[src/rtl/keypad_pkg.sv]
// Shared types and helpers for the microwave keypad entry controller.
// Holds the FSM state enum, BCD digit type and key decode functions.
package keypad_pkg;
    localparam int NUM_KEYS = 10;

    typedef enum logic [1:0] {IDLE, QUALIFY, ACCEPT, RELEASE} kp_state_e;
    typedef logic [3:0] bcd_t;

    function automatic bcd_t onehot_to_code(input logic [NUM_KEYS-1:0] k);
        bcd_t code;
        code = '0;
        for (int i = 0; i < NUM_KEYS; i++) begin
            if (k[i]) code = bcd_t'(i);
        end
        return code;
    endfunction

    // Clearing the lowest set bit leaves something only if two or more were set.
    function automatic logic popcount_gt1(input logic [NUM_KEYS-1:0] k);
        return (k & (k - NUM_KEYS'(1))) != '0;
    endfunction
endpackage

[src/rtl/keypad_hold_counter.sv]
// Saturating hold counter shared by the qualify and release phases.
// clr_i with en_i loads 1, so a freshly latched key counts as its first sample.
module keypad_hold_counter #(
    parameter int CNT_W = 4
) (
    input  logic             clk,
    input  logic             rst,
    input  logic             clr_i,
    input  logic             en_i,
    input  logic [CNT_W-1:0] term_i,
    output logic             done_o
);
    logic [CNT_W-1:0] cnt_q, cnt_d;

    always_comb begin
        cnt_d = cnt_q;
        if (clr_i) begin
            cnt_d = en_i ? CNT_W'(1) : '0;
        end else if (en_i && cnt_q != '1) begin
            cnt_d = cnt_q + CNT_W'(1);
        end
    end

    always_ff @(posedge clk or posedge rst) begin
        if (rst) cnt_q <= '0;
        else     cnt_q <= cnt_d;
    end

    assign done_o = (cnt_q == term_i);
endmodule

[src/rtl/keypad_entry_ctrl.sv]
// Microwave keypad sequencer: qualifies single key presses, rejects glitches and
// multi-key presses, and shifts accepted digits into a 4-digit MM:SS BCD register.
module keypad_entry_ctrl
    import keypad_pkg::*;
#(
    parameter int QUAL_CYCLES    = 3,
    parameter int RELEASE_CYCLES = 7,
    parameter int CNT_W          = 4
) (
    input  logic                clk,
    input  logic                rst,
    input  logic [NUM_KEYS-1:0] keys,
    input  logic                key_clear,
    input  logic                lock,
    output logic                key_valid,
    output logic [3:0]          key_code,
    output logic [3:0]          min_tens,
    output logic [3:0]          min_units,
    output logic [3:0]          sec_tens,
    output logic [3:0]          sec_units,
    output logic                entry_busy,
    output logic                multi_key_err
);
    kp_state_e           state_q;
    logic [NUM_KEYS-1:0] latched_q;
    bcd_t                key_code_q, min_tens_q, min_units_q, sec_tens_q, sec_units_q;
    logic                key_valid_q, entry_busy_q, multi_key_err_q;

    logic             any_key, multi, same, clear_go;
    logic             cnt_clr, cnt_en, cnt_done;
    logic [CNT_W-1:0] cnt_term;

    assign any_key  = |keys;
    assign multi    = popcount_gt1(keys);
    assign same     = (keys == latched_q);
    assign clear_go = key_clear & ~lock;

    // The terminal value is one less than the cycle count because the compare
    // happens on the edge that supplies the final sample.
    always_comb begin
        cnt_clr  = 1'b0;
        cnt_en   = 1'b0;
        cnt_term = (state_q == QUALIFY) ? CNT_W'(QUAL_CYCLES - 1) : CNT_W'(RELEASE_CYCLES - 1);
        if (clear_go) begin
            cnt_clr = 1'b1;
        end else begin
            case (state_q)
                IDLE: begin
                    if (!lock && any_key) begin
                        cnt_clr = 1'b1;
                        cnt_en  = ~multi;
                    end
                end
                QUALIFY: begin
                    if (lock || !any_key || multi) cnt_clr = 1'b1;
                    else if (same)                 cnt_en  = 1'b1;
                    else begin
                        cnt_clr = 1'b1;
                        cnt_en  = 1'b1;
                    end
                end
                RELEASE: begin
                    if (any_key || cnt_done) cnt_clr = 1'b1;
                    else                     cnt_en  = 1'b1;
                end
                default: cnt_clr = 1'b1;
            endcase
        end
    end

    keypad_hold_counter #(.CNT_W(CNT_W)) u_hold_cnt (
        .clk    (clk),
        .rst    (rst),
        .clr_i  (cnt_clr),
        .en_i   (cnt_en),
        .term_i (cnt_term),
        .done_o (cnt_done)
    );

    always_ff @(posedge clk or posedge rst) begin
        if (rst) begin
            state_q         <= IDLE;
            latched_q       <= '0;
            key_valid_q     <= 1'b0;
            key_code_q      <= '0;
            min_tens_q      <= '0;
            min_units_q     <= '0;
            sec_tens_q      <= '0;
            sec_units_q     <= '0;
            entry_busy_q    <= 1'b0;
            multi_key_err_q <= 1'b0;
        end else begin
            key_valid_q     <= 1'b0;
            multi_key_err_q <= 1'b0;
            if (clear_go) begin
                key_code_q   <= '0;
                min_tens_q   <= '0;
                min_units_q  <= '0;
                sec_tens_q   <= '0;
                sec_units_q  <= '0;
                state_q      <= RELEASE;
                entry_busy_q <= 1'b1;
            end else begin
                case (state_q)
                    IDLE: begin
                        if (!lock && multi) begin
                            multi_key_err_q <= 1'b1;
                            state_q         <= RELEASE;
                            entry_busy_q    <= 1'b1;
                        end else if (!lock && any_key) begin
                            latched_q    <= keys;
                            state_q      <= QUALIFY;
                            entry_busy_q <= 1'b1;
                        end
                    end
                    QUALIFY: begin
                        if (lock || !any_key) begin
                            state_q      <= IDLE;
                            entry_busy_q <= 1'b0;
                        end else if (multi) begin
                            multi_key_err_q <= 1'b1;
                            state_q         <= RELEASE;
                        end else if (!same) begin
                            latched_q <= keys;
                        end else if (cnt_done) begin
                            state_q     <= ACCEPT;
                            key_valid_q <= 1'b1;
                            key_code_q  <= onehot_to_code(latched_q);
                            min_tens_q  <= min_units_q;
                            min_units_q <= sec_tens_q;
                            sec_tens_q  <= sec_units_q;
                            sec_units_q <= onehot_to_code(latched_q);
                        end
                    end
                    ACCEPT: state_q <= RELEASE;
                    RELEASE: begin
                        if (!any_key && cnt_done) begin
                            state_q      <= IDLE;
                            entry_busy_q <= 1'b0;
                        end
                    end
                    default: begin
                        state_q      <= IDLE;
                        entry_busy_q <= 1'b0;
                    end
                endcase
            end
        end
    end

    assign key_valid     = key_valid_q;
    assign key_code      = key_code_q;
    assign min_tens      = min_tens_q;
    assign min_units     = min_units_q;
    assign sec_tens      = sec_tens_q;
    assign sec_units     = sec_units_q;
    assign entry_busy    = entry_busy_q;
    assign multi_key_err = multi_key_err_q;
endmodule

[config.mk]
export PLATFORM = sky130hd
export DESIGN_NAME = keypad_entry_ctrl
export DESIGN_NICKNAME = d
export VERILOG_FILES = /design/src/rtl/keypad_pkg.sv /design/src/rtl/keypad_hold_counter.sv /design/src/rtl/keypad_entry_ctrl.sv
export SDC_FILE = /design/constraint.sdc
export NUM_CORES = 1
export LEC_CHECK = 0
export CAP_MARGIN = 20
export CORE_MARGIN = 2
export CORE_UTILIZATION = 48
export DETAILED_ROUTE_END_ITERATION = 10
export PLACE_DENSITY = 0.74
export SYNTH_ARGS = -nofsm -noshare
export SYNTH_HDL_FRONTEND = slang
export SYNTH_SLANG_ARGS = --single-unit
[constraint.sdc]
create_clock -name clk -period 5.5 [get_ports clk]
set_input_delay 1.1 -clock clk [delete_from_list [all_inputs] [get_ports clk]]
set_output_delay 1.1 -clock clk [all_outputs]
set_load 0.05 [all_outputs]
==> results.toml <==
[clocking]
cts.hold.buffers_added = 0
clock_tree_root = "clkbuf_8"
clock_insertion_delay_worst_skew_ps = 280
cts.repair_timing.setup_buffer_count = 0
clkTransAtPathRegs_ps = 80
htree_levels = 2
clock_tree.buffer_depth = 2
cts.sinks = 35
cts_repair_resize_count = 0
cts_inserted_buffers = 5
cts_tree = "yes"

[run]
maxcap_viol_count = 0

[timing]
fmax_mhz = 238
setup_viol = 0
period_needed_ps = 4210
hold_viol_final = 0
max-slew-margin-rel = 0.607
grt_setup_unrepaired = "false"
timing.setup.tns_ps = 0
final.setup_skew_ps = 8.07
final_min_period_over_clock_period = 0.765
timing.final.max_slew_violations = 0
tightest_slew_ps = 584

[logic_synthesis]
cell_type_with_the_highest_aggregate_area_in_the_netlist = "dfrtp_1"
yosysWarnings = 0
yosysSeqAreaShare = 0.424
synth.ff_latch_count = 35
netlist_instances = 221
synth_enable_flop_cells = 0
fraction_of_synthesized_cell_area_taken_by_the_top_area_cell_type = 0.424
synth_async_sr_flop_share = 1.00
netlist_top_cells_area = "dfrtp_1 42%, nand2_1 5.8%, a21oi_1 5.3%"
post_synthesis_net_count = 241
syn_avg_cell_area_um2 = 9.35
post_synth_num_cell_types = 47
synthFlopType = "dfrtp_1"
post_synth_instance_area_um2 = 2070

[global_route]
grt_overflow_total = 0
grt_pass1_vias = 1606
grt_start_max_net_pins = 36
track_usage = 0.187
grt_pass1_wl_um = 7370
antenna_found_initial = 0

[drt]
remaining_drc_errors = 0
initialDrtViolationCount = 175
drt_wl_total_um = 4220
via_count = 1697
met2_wirelength_um = 2060
detailroute.wirelength.met3_um = 206
sum_of_routed_wire_segments_on_met1_um = 1910
routed_wire_length_per_instance_um = 13.9
highest_layer = "met4"
antenna_violating_nets_post_route = 0
vias_per_cell = 5.58
drtPass1Iterations = 4

[layout]
post_layout_nonfiller_instances = 304
layout.cells.most_common_list = "36 x clkdlybuf4s50_1, 35 x dfrtp_1, 32 x nand2_1"
final_util = 0.622
nets = 273
mostFrequentLayoutCell = "clkdlybuf4s50_1"
final_layout_size_suffix_gt1_frac = 0.0984
area.growth.synth_to_final_pct = 22.2
n_antenna_cell = 0

[placed_design]
dpl.cell_count = 296
gpl.final_weighted_congestion = 0.839
numPortBuffers = 36
detailed_place_hpwl_um = 3080

[critical_path]
worstPathRequired_ps = 5720
worst-endpoint-arrival_ps = 4420
worstReg2RegStart = "state_q[1]$_DFFE_PP0P_"
critical_path_class = "input port to flop"
timing.reg2reg.worst_path_depth = 8
timing.critical_path.from_type = "input port"
timing.critical_path.fanout_max = 16
critPathCaptureType = "flop"
regToRegEndpoint = "sec_units[1]$_DFFE_PP0P_"
timing.reg2reg.setup_slack_ps = 2970

[die]
i_o_pin_total = 37
die_y_um = 69.6
fp.coreArea_um2 = 4060
row_count = 23
floorplan.die.width_um = 69.6
initial_core_util = 0.509
design.die.area_um2 = 4840

[worst_hold_path]
holdCritPathClass = "flop to flop"
terminating_pin_of_the_worst_hold_path = "entry_busy$_DFFE_PP0P_"
holdCritStartpoint = "entry_busy$_DFFE_PP0P_"
hold-path-cell-count = 2

[run_status]
outcome = "finished, final reports clean"

[power_and_ir_drop]
power.ir.vdd_worst_uv = 194
power_leakage_uw = 0.00110
power-per-cell-area_nw_per_um2 = 301
total_power_uw = 759
final cells by class:
| cell class | instances | area (um^2) |
|---|---|---|
| Fill cell | 350 | 1530 |
| Multi-Input combinational cell | 162 | 1060 |
| Sequential cell | 35 | 876 |
| Timing Repair Buffer | 38 | 375 |
| Clock buffer | 5 | 68.8 |
| Tap cell | 50 | 62.6 |
| Clock inverter | 3 | 43.8 |
| Inverter | 11 | 41.3 |
report_power, final:
part / internal, uW / total [uW] / switching, uW
Sequential: 276 / 295 / 18.1
Combinational: 96.2 / 234 / 138
Clock: 135 / 230 / 95.4
logic make-up (layout without fill, tap and decap cells):
| group | Yosys count | count (layout) | share of synthesized area |
|---|---|---|---|
| AO/OA/AOI/OAI | 48 | 48 | 0.152 |
| buffers and inverters | 24 | 57 | 0.0648 |
| AND/OR/NAND/NOR | 86 | 86 | 0.206 |
| adder cells (fa/ha/maj) | 7 | 7 | 0.0412 |
| multiplexers | 10 | 10 | 0.0654 |
| flip-flops | 35 | 35 | 0.424 |
| XOR/XNOR | 11 | 11 | 0.0466 |
critical path: stages:
cell and delay (ps):
clkdlybuf4s50_1 480, or4_1 660, or3_1 380, a2111o_1 430, a32oi_4 390, and3_1 540, o311ai_0 250, a21oi_1 180
per-layer routing:
metal | up-vias | global-route usage
met5 | - | 0
met1 | 799 | 0.247
met4 | 0 | 0.0675
met3 | 4 | 0.0451
met2 | 51 | 0.299
li1 | 843 | -
worst max path at each step:
| stage | from | endpoint | slack (ps) |
|---|---|---|---|
| global route | keys[1] | sec_units[1]$_DFFE_PP0P_ | 1060 |
| global placement | keys[1] | sec_units[1]$_DFFE_PP0P_ | 1110 |
| floorplan | keys[0] | u_hold_cnt.cnt_q[0]$_DFFE_PP0P_ | 1870 |
| finish | keys[1] | sec_units[1]$_DFFE_PP0P_ | 1290 |
| detailed placement | keys[1] | sec_units[1]$_DFFE_PP0P_ | 1000 |
| CTS | keys[1] | sec_units[1]$_DFFE_PP0P_ | 1290 |
through the flow:
| stage | area (um^2) | setup WS, ps | hold slack, ps |
|---|---|---|---|
| after floorplan | 2070 | 1870 | 500 |
| after global placement | 2410 | 1110 | 488 |
| after detailed placement | 2410 | 996 | 507 |
| after CTS | 2520 | 1290 | 524 |
| after global routing | 2520 | 1060 | 551 |
| final | 2520 | 1290 | 518 |
cells in the mapped netlist, drive strengths merged (2+ instances only):
master   n
nand2   32
nor2    15
buf      9
clkbuf   4
mux2    10
a2111o   2
nand4    2
xor2     9
a31oi    2
nor4     6
ha       6
nor3b    2
xnor2    2
nand3    4
and3     4
a21oi   22
inv     11
o21ai   11
or4      4
dfrtp   35
nor3    10
registers in the layout, summed over array words and instances (netlist names):
signal	flops
multi_key_err	1
key_valid	1
latched_q	10
sec_tens	4
min_units	4
min_tens	4
sec_units	4
u_hold_cnt.cnt_q	4
entry_busy	1
state_q	2
Note: power is estimated with default switching activity, not from simulation.
